File: src/rtl/ctrl_pkg.sv
// Shared types for the registered control decoder: opcodes, FSM states and the
// control bundle that travels from ID to EX.
package ctrl_pkg;

    localparam int unsigned ALU_OP_W = 3;

    typedef enum logic [3:0] {
        OpAdd  = 4'h0, OpSub  = 4'h1, OpAlu2 = 4'h2, OpAlu3 = 4'h3,
        OpInc  = 4'h4, OpAlu5 = 4'h5, OpAlu6 = 4'h6, OpAlu7 = 4'h7,
        OpLw   = 4'h8, OpSw   = 4'h9, OpLhb  = 4'hA, OpLlb  = 4'hB,
        OpB    = 4'hC, OpCall = 4'hD, OpRet  = 4'hE, OpSys  = 4'hF
    } opcode_e;

    typedef enum logic [1:0] {StRun, StMemWait, StHalted} state_e;

    typedef struct packed {
        logic                valid;
        logic [ALU_OP_W-1:0] alu_op;
        logic                alu_src;
        logic                sign_ext_sel;
        logic                reg_rt_src;
        logic                data_reg;
        logic                stack_reg;
        logic                call;
        logic                rtrn;
        logic                branch;
        logic                mem_to_reg;
        logic                load_half;
        logic                half_spec;
        logic                reg_write;
        logic                mem_write;
        logic                mem_read;
    } ctrl_bundle_t;

    localparam ctrl_bundle_t CTRL_BUBBLE = '0;

endpackage

File: src/rtl/ctrl_decode_seq_if.sv
// Instruction-in / control-out bundle between the IF/ID register, the decoder and EX.
// master drives the instruction side, slave is the decoder.
interface ctrl_decode_seq_if
    import ctrl_pkg::*;
#(
    parameter int unsigned INSTR_W = 16
) ();
    logic                instr_valid;
    logic [INSTR_W-1:0]  instruction;
    logic                stall;
    logic                flush;
    logic                mem_ready;
    logic                instr_ready;
    logic                ctrl_valid;
    logic [ALU_OP_W-1:0] alu_op;
    logic                alu_src, sign_ext_sel, reg_rt_src, data_reg, stack_reg;
    logic                call, rtrn, branch, mem_to_reg, load_half, half_spec;
    logic                RegWrite, MemWrite, MemRead;
    logic                halted, mem_timeout, err_trap;

    modport master (
        output instr_valid, instruction, stall, flush, mem_ready,
        input  instr_ready, ctrl_valid, alu_op, alu_src, sign_ext_sel, reg_rt_src, data_reg,
               stack_reg, call, rtrn, branch, mem_to_reg, load_half, half_spec,
               RegWrite, MemWrite, MemRead, halted, mem_timeout, err_trap
    );

    modport slave (
        input  instr_valid, instruction, stall, flush, mem_ready,
        output instr_ready, ctrl_valid, alu_op, alu_src, sign_ext_sel, reg_rt_src, data_reg,
               stack_reg, call, rtrn, branch, mem_to_reg, load_half, half_spec,
               RegWrite, MemWrite, MemRead, halted, mem_timeout, err_trap
    );
endinterface

File: src/rtl/ctrl_decode_comb.sv
// Pure opcode -> control bundle decode; also flags memory ops, HALT and illegal words.
module ctrl_decode_comb
    import ctrl_pkg::*;
#(
    parameter int unsigned INSTR_W = 16
) (
    input  logic [INSTR_W-1:0] instr_i,
    output ctrl_bundle_t       bundle_o,
    output logic               is_mem_o,
    output logic               is_halt_o,
    output logic               is_illegal_o
);
    opcode_e op;
    assign op = opcode_e'(instr_i[INSTR_W-1 -: 4]);

    always_comb begin
        bundle_o     = CTRL_BUBBLE;
        is_mem_o     = 1'b0;
        is_halt_o    = 1'b0;
        is_illegal_o = 1'b0;
        bundle_o.valid = 1'b1;
        unique case (op)
            OpAdd, OpSub, OpAlu2, OpAlu3, OpInc, OpAlu5, OpAlu6, OpAlu7: begin
                bundle_o.alu_op    = op[ALU_OP_W-1:0];
                bundle_o.reg_write = 1'b1;
                bundle_o.alu_src   = (op == OpInc);
            end
            OpLw: begin
                bundle_o.data_reg     = 1'b1;
                bundle_o.alu_src      = 1'b1;
                bundle_o.sign_ext_sel = 1'b1;
                bundle_o.mem_to_reg   = 1'b1;
                bundle_o.mem_read     = 1'b1;
                bundle_o.reg_write    = 1'b1;
                is_mem_o              = 1'b1;
            end
            OpSw: begin
                bundle_o.data_reg     = 1'b1;
                bundle_o.alu_src      = 1'b1;
                bundle_o.sign_ext_sel = 1'b1;
                bundle_o.reg_rt_src   = 1'b1;
                bundle_o.mem_write    = 1'b1;
                is_mem_o              = 1'b1;
            end
            OpLhb, OpLlb: begin
                bundle_o.reg_rt_src = 1'b1;
                bundle_o.load_half  = 1'b1;
                bundle_o.reg_write  = 1'b1;
                bundle_o.half_spec  = (op == OpLlb);
            end
            OpB: begin
                bundle_o.branch       = 1'b1;
                bundle_o.sign_ext_sel = 1'b1;
            end
            OpCall: begin
                bundle_o.stack_reg = 1'b1;
                bundle_o.call      = 1'b1;
                bundle_o.mem_write = 1'b1;
                bundle_o.reg_write = 1'b1;
                is_mem_o           = 1'b1;
            end
            OpRet: begin
                bundle_o.stack_reg = 1'b1;
                bundle_o.rtrn      = 1'b1;
                bundle_o.mem_read  = 1'b1;
                bundle_o.reg_write = 1'b1;
                is_mem_o           = 1'b1;
            end
            OpSys: begin
                // Only the all-ones word is HALT; every other 1111 word decodes as a bubble.
                is_halt_o      = &instr_i;
                is_illegal_o   = ~&instr_i;
                bundle_o.valid = &instr_i;
            end
            default: bundle_o = CTRL_BUBBLE;
        endcase
    end
endmodule

File: src/rtl/ctrl_decode_seq.sv
// Registered, stall-aware control decoder with memory-wait sequencing and sticky HALT.
// Optional: define CTRL_ERR_TRAP_EN to pulse err_trap on illegal 1111 words.
module ctrl_decode_seq
    import ctrl_pkg::*;
#(
    parameter int unsigned INSTR_W  = 16,
    parameter int unsigned WAIT_MAX = 15
) (
    input logic              clk,
    input logic              rst,
    ctrl_decode_seq_if.slave bus
);
    localparam int unsigned CNT_W = $clog2(WAIT_MAX + 1);

    ctrl_bundle_t dec_bundle, bundle_d, bundle_q;
    logic         dec_is_mem, dec_is_halt, dec_is_illegal;
    state_e       state_d, state_q;
    logic [CNT_W-1:0] cnt_d, cnt_q;
    logic         halted_d, halted_q, timeout_d, timeout_q, err_d;
    logic         ready;

    ctrl_decode_comb #(.INSTR_W(INSTR_W)) u_decode (
        .instr_i      (bus.instruction),
        .bundle_o     (dec_bundle),
        .is_mem_o     (dec_is_mem),
        .is_halt_o    (dec_is_halt),
        .is_illegal_o (dec_is_illegal)
    );

    assign ready = (state_q == StRun) && !bus.stall && !bus.flush;

    always_comb begin
        state_d   = state_q;
        bundle_d  = bundle_q;
        cnt_d     = cnt_q;
        halted_d  = halted_q;
        timeout_d = timeout_q;
        err_d     = 1'b0;
        unique case (state_q)
            StRun: begin
                if (bus.flush) begin
                    bundle_d = CTRL_BUBBLE;
                    cnt_d    = '0;
                end else if (!bus.stall) begin
                    bundle_d = CTRL_BUBBLE;
                    if (bus.instr_valid) begin
                        bundle_d = dec_bundle;
                        if (dec_is_halt) begin
                            state_d  = StHalted;
                            halted_d = 1'b1;
                        end else if (dec_is_mem) begin
                            state_d = StMemWait;
                            cnt_d   = '0;
                        end else if (dec_is_illegal) begin
                            err_d = 1'b1;
                        end
                    end
                end
            end
            StMemWait: begin
                // The counter keeps running under stall, so a stalled access can still time out.
                if (bus.flush || bus.mem_ready || cnt_q == CNT_W'(WAIT_MAX - 1)) begin
                    timeout_d = timeout_q | (!bus.flush && !bus.mem_ready);
                    bundle_d  = CTRL_BUBBLE;
                    state_d   = StRun;
                    cnt_d     = '0;
                end else begin
                    cnt_d = cnt_q + 1'b1;
                end
            end
            StHalted: bundle_d = CTRL_BUBBLE;
            default: begin
                state_d  = StRun;
                bundle_d = CTRL_BUBBLE;
            end
        endcase
    end

    always_ff @(posedge clk) begin
        if (rst) begin
            state_q   <= StRun;
            bundle_q  <= CTRL_BUBBLE;
            cnt_q     <= '0;
            halted_q  <= 1'b0;
            timeout_q <= 1'b0;
        end else begin
            state_q   <= state_d;
            bundle_q  <= bundle_d;
            cnt_q     <= cnt_d;
            halted_q  <= halted_d;
            timeout_q <= timeout_d;
        end
    end

`ifdef CTRL_ERR_TRAP_EN
    logic err_q;
    always_ff @(posedge clk) begin
        if (rst) err_q <= 1'b0;
        else     err_q <= err_d;
    end
    assign bus.err_trap = err_q;
`else
    logic unused_err;
    assign unused_err   = err_d;
    assign bus.err_trap = 1'b0;
`endif

    assign bus.instr_ready  = ready;
    assign bus.ctrl_valid   = bundle_q.valid;
    assign bus.alu_op       = bundle_q.alu_op;
    assign bus.alu_src      = bundle_q.alu_src;
    assign bus.sign_ext_sel = bundle_q.sign_ext_sel;
    assign bus.reg_rt_src   = bundle_q.reg_rt_src;
    assign bus.data_reg     = bundle_q.data_reg;
    assign bus.stack_reg    = bundle_q.stack_reg;
    assign bus.call         = bundle_q.call;
    assign bus.rtrn         = bundle_q.rtrn;
    assign bus.branch       = bundle_q.branch;
    assign bus.mem_to_reg   = bundle_q.mem_to_reg;
    assign bus.load_half    = bundle_q.load_half;
    assign bus.half_spec    = bundle_q.half_spec;
    assign bus.RegWrite     = bundle_q.reg_write;
    assign bus.MemWrite     = bundle_q.mem_write;
    assign bus.MemRead      = bundle_q.mem_read;
    assign bus.halted       = halted_q;
    assign bus.mem_timeout  = timeout_q;
endmodule

File: src/flat_wrapper.sv
// flat-port wrapper written by rule: the top's interface ports become plain ports
module ctrl_decode_seq_flat import ctrl_pkg::*;
#(
    parameter int unsigned INSTR_W  = 16,
    parameter int unsigned WAIT_MAX = 15
)
  (clk, rst, bus_instr_valid, bus_instruction, bus_stall, bus_flush, bus_mem_ready, bus_instr_ready, bus_ctrl_valid, bus_alu_op, bus_alu_src, bus_sign_ext_sel, bus_reg_rt_src, bus_data_reg, bus_stack_reg, bus_call, bus_rtrn, bus_branch, bus_mem_to_reg, bus_load_half, bus_half_spec, bus_RegWrite, bus_MemWrite, bus_MemRead, bus_halted, bus_mem_timeout, bus_err_trap);
  ctrl_decode_seq_if #(.INSTR_W(INSTR_W)) bus_i ();
  input logic clk;
  input logic rst;
  input wire logic [$bits(bus_i.instr_valid)-1:0] bus_instr_valid;
  input wire logic [$bits(bus_i.instruction)-1:0] bus_instruction;
  input wire logic [$bits(bus_i.stall)-1:0] bus_stall;
  input wire logic [$bits(bus_i.flush)-1:0] bus_flush;
  input wire logic [$bits(bus_i.mem_ready)-1:0] bus_mem_ready;
  output wire logic [$bits(bus_i.instr_ready)-1:0] bus_instr_ready;
  output wire logic [$bits(bus_i.ctrl_valid)-1:0] bus_ctrl_valid;
  output wire logic [$bits(bus_i.alu_op)-1:0] bus_alu_op;
  output wire logic [$bits(bus_i.alu_src)-1:0] bus_alu_src;
  output wire logic [$bits(bus_i.sign_ext_sel)-1:0] bus_sign_ext_sel;
  output wire logic [$bits(bus_i.reg_rt_src)-1:0] bus_reg_rt_src;
  output wire logic [$bits(bus_i.data_reg)-1:0] bus_data_reg;
  output wire logic [$bits(bus_i.stack_reg)-1:0] bus_stack_reg;
  output wire logic [$bits(bus_i.call)-1:0] bus_call;
  output wire logic [$bits(bus_i.rtrn)-1:0] bus_rtrn;
  output wire logic [$bits(bus_i.branch)-1:0] bus_branch;
  output wire logic [$bits(bus_i.mem_to_reg)-1:0] bus_mem_to_reg;
  output wire logic [$bits(bus_i.load_half)-1:0] bus_load_half;
  output wire logic [$bits(bus_i.half_spec)-1:0] bus_half_spec;
  output wire logic [$bits(bus_i.RegWrite)-1:0] bus_RegWrite;
  output wire logic [$bits(bus_i.MemWrite)-1:0] bus_MemWrite;
  output wire logic [$bits(bus_i.MemRead)-1:0] bus_MemRead;
  output wire logic [$bits(bus_i.halted)-1:0] bus_halted;
  output wire logic [$bits(bus_i.mem_timeout)-1:0] bus_mem_timeout;
  output wire logic [$bits(bus_i.err_trap)-1:0] bus_err_trap;
  assign bus_i.instr_valid = bus_instr_valid;
  assign bus_i.instruction = bus_instruction;
  assign bus_i.stall = bus_stall;
  assign bus_i.flush = bus_flush;
  assign bus_i.mem_ready = bus_mem_ready;
  assign bus_instr_ready = bus_i.instr_ready;
  assign bus_ctrl_valid = bus_i.ctrl_valid;
  assign bus_alu_op = bus_i.alu_op;
  assign bus_alu_src = bus_i.alu_src;
  assign bus_sign_ext_sel = bus_i.sign_ext_sel;
  assign bus_reg_rt_src = bus_i.reg_rt_src;
  assign bus_data_reg = bus_i.data_reg;
  assign bus_stack_reg = bus_i.stack_reg;
  assign bus_call = bus_i.call;
  assign bus_rtrn = bus_i.rtrn;
  assign bus_branch = bus_i.branch;
  assign bus_mem_to_reg = bus_i.mem_to_reg;
  assign bus_load_half = bus_i.load_half;
  assign bus_half_spec = bus_i.half_spec;
  assign bus_RegWrite = bus_i.RegWrite;
  assign bus_MemWrite = bus_i.MemWrite;
  assign bus_MemRead = bus_i.MemRead;
  assign bus_halted = bus_i.halted;
  assign bus_mem_timeout = bus_i.mem_timeout;
  assign bus_err_trap = bus_i.err_trap;
  ctrl_decode_seq #(.INSTR_W(INSTR_W), .WAIT_MAX(WAIT_MAX)) u_core (.clk(clk), .rst(rst), .bus(bus_i));
endmodule
File: config.mk
export PLATFORM = sky130hd
export DESIGN_NAME = ctrl_decode_seq_flat
export DESIGN_NICKNAME = d
export VERILOG_FILES = /design/src/rtl/ctrl_pkg.sv /design/src/rtl/ctrl_decode_seq_if.sv /design/src/rtl/ctrl_decode_comb.sv /design/src/rtl/ctrl_decode_seq.sv /design/src/flat_wrapper.sv
export SDC_FILE = /design/constraint.sdc
export NUM_CORES = 1
export LEC_CHECK = 0
export ABC_CLOCK_PERIOD_IN_PS = 2400
export CAP_MARGIN = 15
export CORE_AREA = 5 5 61 63
export DETAILED_ROUTE_END_ITERATION = 7
export DIE_AREA = 0 0 66 68
export GPL_TIMING_DRIVEN = 0
export PLACE_DENSITY = 0.72
export SYNTH_ARGS = -nofsm -noshare
export SYNTH_HDL_FRONTEND = slang
export SYNTH_SLANG_ARGS = --single-unit
File: constraint.sdc
create_clock -name clk -period 2.4 [get_ports clk]
set_input_delay 0.48 -clock clk [delete_from_list [all_inputs] [get_ports clk]]
set_output_delay 0.48 -clock clk [all_outputs]
set_load 0.02 [all_outputs]
# Word-level counts from Yosys, hierarchy flattened
# Cells that the tools add are included.
classes:
  n_bitwise: 4
  reduce_logical: 27
  eq_ne: 27
  n_mux: 36
  n_addsub: 1
op_table:
  columns: ["op", "count"]
  rows:
  - ["two-way mux 18 bit", 4]
  - ["== test 4 bit, second input constant", 9]
  - ["one-hot mux 18 bit (2 select lines)", 1]
  - ["two-way mux 4 bit", 6]
  - ["== test 4 x 3 -> 1 bit, second input constant", 4]
  - ["AND reduction 16 bit", 1]
  - ["two-way mux 1 bit", 14]
  - ["two-way mux 2 bit", 7]
  - ["OR reduction 13 bit", 1]
  - ["AND reduction 5 bit", 2]
  - ["OR reduction 2 bit", 5]
  - ["inequality test 3 bit, second input constant", 3]
  - ["== test 4 x 2 -> 1 bit, second input constant", 2]
  - ["one-hot mux 4 bit (2 select lines)", 1]
  - ["OR reduction 8 bit", 1]
  - ["inequality test 2 bit, second input constant", 3]
  - ["one-hot mux 2 bit (3 select lines)", 1]
  - ["AND reduction 6 bit", 1]
  - ["OR reduction 3 bit", 2]
  - ["adder 4 x 1 -> 4 bit, second input constant", 1]
  - ["== test 4 x 1 -> 1 bit, second input constant", 1]
  - ["logical NOT 4 bit", 1]
  - ["AND reduction 2 bit", 2]
  - ["OR reduction 4 bit", 1]
  - ["14 further kinds", 21]
word_totals:
  regBits: 26
  in_bits: 22
  word_cells: 115

# Longest topological paths before layout
logic_depth:
  word_depth: 9
  depth_mapped: 7
  mapped_depth_nobuf: 6

# Cells and area by module
# Synthesis repeated with hierarchy kept, for this count alone.
hier_totals:
  hier_cells: 173
  hier_area_um2: 1562.7
modules_own_cells:
  columns: ["mod", "seq_area_each_um2", "area_each_um2", "n_inst", "cells_each"]
  rows:
  - ["ctrl_decode_seq", 520.5, 1315.0, 1, 130]
  - ["ctrl_decode_comb", 0.0, 247.7, 1, 43]

# Least setup slack after synthesis
# No wires, ideal clock.
synth_timing:
  path_type: "input port to output port"
  from: "input port bus_flush"
  to: "output port bus_instr_ready"
  cell_stages: 3
  setup_slack_ps: 693
  required_time_ps: 1920
  arrival_time_ps: 1227
  path_cell_list: "or3_1 buf_6 nor2_1"
synth_via:
  elab_chain_len: 2
synth_rtl:
  columns: ["element", "line_no", "text"]
  rows:
  - ["start, declared", "flat_wrapper.sv:14", "input wire logic [$bits(bus_i.flush)-1:0] bus_flush;"]
  - ["logical NOT 1 bit", "ctrl_decode_seq.sv:30", "assign ready = (state_q == StRun) && !bus.stall && !bus.flush;"]
  - ["logical AND 1 bit", "ctrl_decode_seq.sv:30", null]
  - ["end, declared", "flat_wrapper.sv:16", "output wire logic [$bits(bus_i.instr_ready)-1:0] bus_instr_ready;"]
# No other way between the ends.

# Worst setup path after layout
# Ends and elaborated chain as after synthesis.

==> impl_metrics.yaml <==
status:
  outcome: "finished, final reports clean"
setup_path:
  cp.arrival_ns: 1.83
  slowest_delay_ns: 0.45
  timing.critical_path.buf_inv: 3
  crit_required_ns: 1.92
  critical_path_class: "in -> out"
  cpLargestDelayFamily: "buffers and inverters"
  worstPathMaxFanout: 7
  crit_chain: "clkdlybuf4s50_1 > or3_1 > buf_6 > nor2_1 > dlygate4sd2_1"
  end_kind: "output port"
  start_kind: "input pin"
  slowest_stage: "clkdlybuf4s50_1"
grt:
  grt_pass1_wl_mm: 5.35
  track_usage_pct: 15.1
  grt-ovfl-total: 0
  antenna_found_initial: 0
  grt_max_degree: 16
  grt_pass1_vias: 1216
placed_design:
  portBuffers: 41
  dpl_cell_area_um2: 1680
  pre_cts_ws_ns: -0.194
  place.gp.congestion: 0.773
  hpwl_mm: 2.43
sta:
  period_needed_ns: 2.31
  max_freq_mhz: 434
  skew_ns: 0.0140
  relSlewSlack_pct: 62.1
  setup_viol: 0
  slew_viol_final: 0
  period_share_pct: 96.1
  layout_setup_ws_ns: 0.0946
  hold_viol: 0
  worst_pin_slew_ns: 0.567
  rsz0062_at_grt: "false"
detailed_routing:
  ant_nets: 0
  route.vias.total: 1171
  finalWirelength_mm: 3.13
  first_pass_iters: 4
  drtIter0Drc: 62
  vias_per_cell: 5.14
  route.detailed.drc: 0
  post_drt_wl_per_cell_um: 13.7
finish:
  drive_above_1_share_pct: 7.69
  final_nets: 207
  largest_reg_flops: 4
  final_cell_area_um2: 1730
  area_delta_synth_final_pct: 43.0
  diodes: 0
  max_flop_register: "u_core.cnt_q"
synthesis:
  yosysUniqueCellTypes: 38
  synth_edf_count: 0
  synthCells: 137
  syn_nets: 161
  synth_warnings: 0
  netlist_area_um2: 1210
  synth_top_area_share_pct: 43.1
  post_synth_main_area_contributors: "dfxtp_1 43%, nor2_1 6.5%, a22oi_1 5.0%, a21oi_1 3.3%, a32oi_1 2.9%"
  yosys.area.top_type: "dfxtp_1"
  ys_seq_elements: 26
  async_flop_share_pct: 0
  seq_area_frac_synth_pct: 43.1
  syn_avg_cell_area_um2: 8.81
  synth_ff_type: "dfxtp_1"
die:
  die_w_um: 66
  core_um2: 3180
  die_h_um: 68
  dieArea_um2: 4490
  start_util_pct: 38.0
  ios: 44
  rows: 21
clock_tree:
  cts_tree: "built"
  cts.path.max_buffers: 2
  clk_latency_ns: 0.33
  ctsRootBufferMaster: "clkbuf_4"
  path_clk_slew_ns: 0.13
  numCtsBuffers: 3
  cts_sinks: 26
  htree_levels: 1
pwr:
  p_per_area_nw_per_um2: 495
  max-vdd-ir-drop_mv: 0.367
  p_leak_nw: 0.624
min_path:
  hp-class: "reg -> reg"
run:
  max-cap-violations: 0
==> cells in the final DEF, fill, tap and decap left out, types with 2 or more instances in the layout <==
cell | Yosys | routed
nand2_1 | 9 | 9
ha_1 | 2 | 2
o21ai_0 | 5 | 5
inv_1 | 9 | 9
a32o_1 | 2 | 2
xor2_1 | 2 | 2
buf_6 | 2 | 2
and3_1 | 3 | 3
clkbuf_1 | 3 | 3
a32oi_1 | 4 | 4
nand2b_1 | 3 | 3
nand4_1 | 3 | 3
nor3_1 | 4 | 4
a21oi_1 | 8 | 8
nand3_1 | 2 | 2
a211oi_1 | 2 | 2
nor2_1 | 21 | 21
clkbuf_4 | 0 | 3
dfxtp_1 | 26 | 26
a22oi_1 | 8 | 8
clkdlybuf4s50_1 | 0 | 40
==> per-stage QoR <==
stage / setup TNS, ns / power (W) / hold slack [ns] / std cells / utilization (%)
2_1_floorplan: 0 / 0.000504 / 0.420 / 137 / -
3_3_place_gp: -0.175 / 0.000558 / 0.439 / 224 / 52.7
5_1_grt: 0 / 0.000897 / 0.492 / 228 / 54.3
4_1_cts: 0 / 0.000864 / 0.465 / 228 / 54.3
6_report: 0 / 0.000855 / 0.460 / 228 / 54.3
3_5_place_dp: -0.194 / 0.000561 / 0.444 / 224 / 52.7
==> path summary, 6_finish.rpt <==
path | start | endpoint | slack (ns) | cells past startpoint
min | u_core.bus.halted$_SDFFE_PP0P_ | u_core.bus.halted$_SDFFE_PP0P_ | 0.46 | 2
min reg2reg | u_core.bus.halted$_SDFFE_PP0P_ | u_core.bus.halted$_SDFFE_PP0P_ | 0.46 | 2
max | bus_flush | bus_instr_ready | 0.09 | 5
max reg2reg | u_core.state_q[1]$_SDFFE_PP0P_ | u_core.bus.ctrl_valid$_SDFFE_PP0P_ | 0.63 | 6
==> power by group <==
part / total, W / internal [W] / switching (W) / leakage, nW
Sequential: 0.000437 / 0.000435 / 0.00000193 / 0.210
Combinational: 0.000114 / 0.0000555 / 0.0000580 / 0.386
Clock: 0.000304 / 0.000169 / 0.000135 / 0.0279
==> routing by layer <==
layer / routed length, um / global-route usage, %
met5: 0 / 0
met4: 19 / 3.81
met3: 155 / 3.61
met2: 1620 / 28.3
met1: 1340 / 17.3
==> synth_stat cells (all sizes together) (2+ instances only) <==
| master | n |
|---|---|
| a211oi | 2 |
| a32oi | 4 |
| nand3 | 3 |
| nor3 | 5 |
| nand2 | 9 |
| buf | 5 |
| a32o | 2 |
| ha | 2 |
| a21oi | 8 |
| and3 | 3 |
| inv | 9 |
| clkbuf | 3 |
| nand2b | 3 |
| nand4 | 3 |
| o21ai | 5 |
| nor2 | 21 |
| xor2 | 2 |
| dfxtp | 26 |
| a22oi | 8 |
==> layout make-up <==
class | instances | area [um^2]
timing repair buffer | 41 | 409
tap | 46 | 57.6
clock buffer | 3 | 22.5
buffer | 8 | 50.0
inverter | 9 | 33.8
sequential | 26 | 520
fill | 308 | 1450
clock inverter | 1 | 30.0
multi-input combinational | 94 | 603
==> logic make-up after synthesis <==
kind of cell               synth area share (%)
AOI/OAI and AO/OA                          20.2
xor gates and xnor gates                   2.18
adders and majority gates                  2.07
buffers and inverters                      6.94
DFF                                        43.1
muxes                                      1.76
other                                     0.311
and+or+nand+nor                            23.4
==> worst register-to-register path, cell delays in order, from the launching register on <==
cell,delay (ns)
dfxtp_1,0.38
or3_1,0.39
buf_6,0.15
o2bb2ai_2,0.38
buf_6,0.21
nand2_1,0.06
a21oi_1,0.13
==> timing repair <==
item | CTS | global route
hold buffers | 0 | 0
resized for setup | 1 | 0
endpoints found under the setup margin | 1 | 0
setup buffers | 0 | 0
Power figures use the tool's default switching activity.
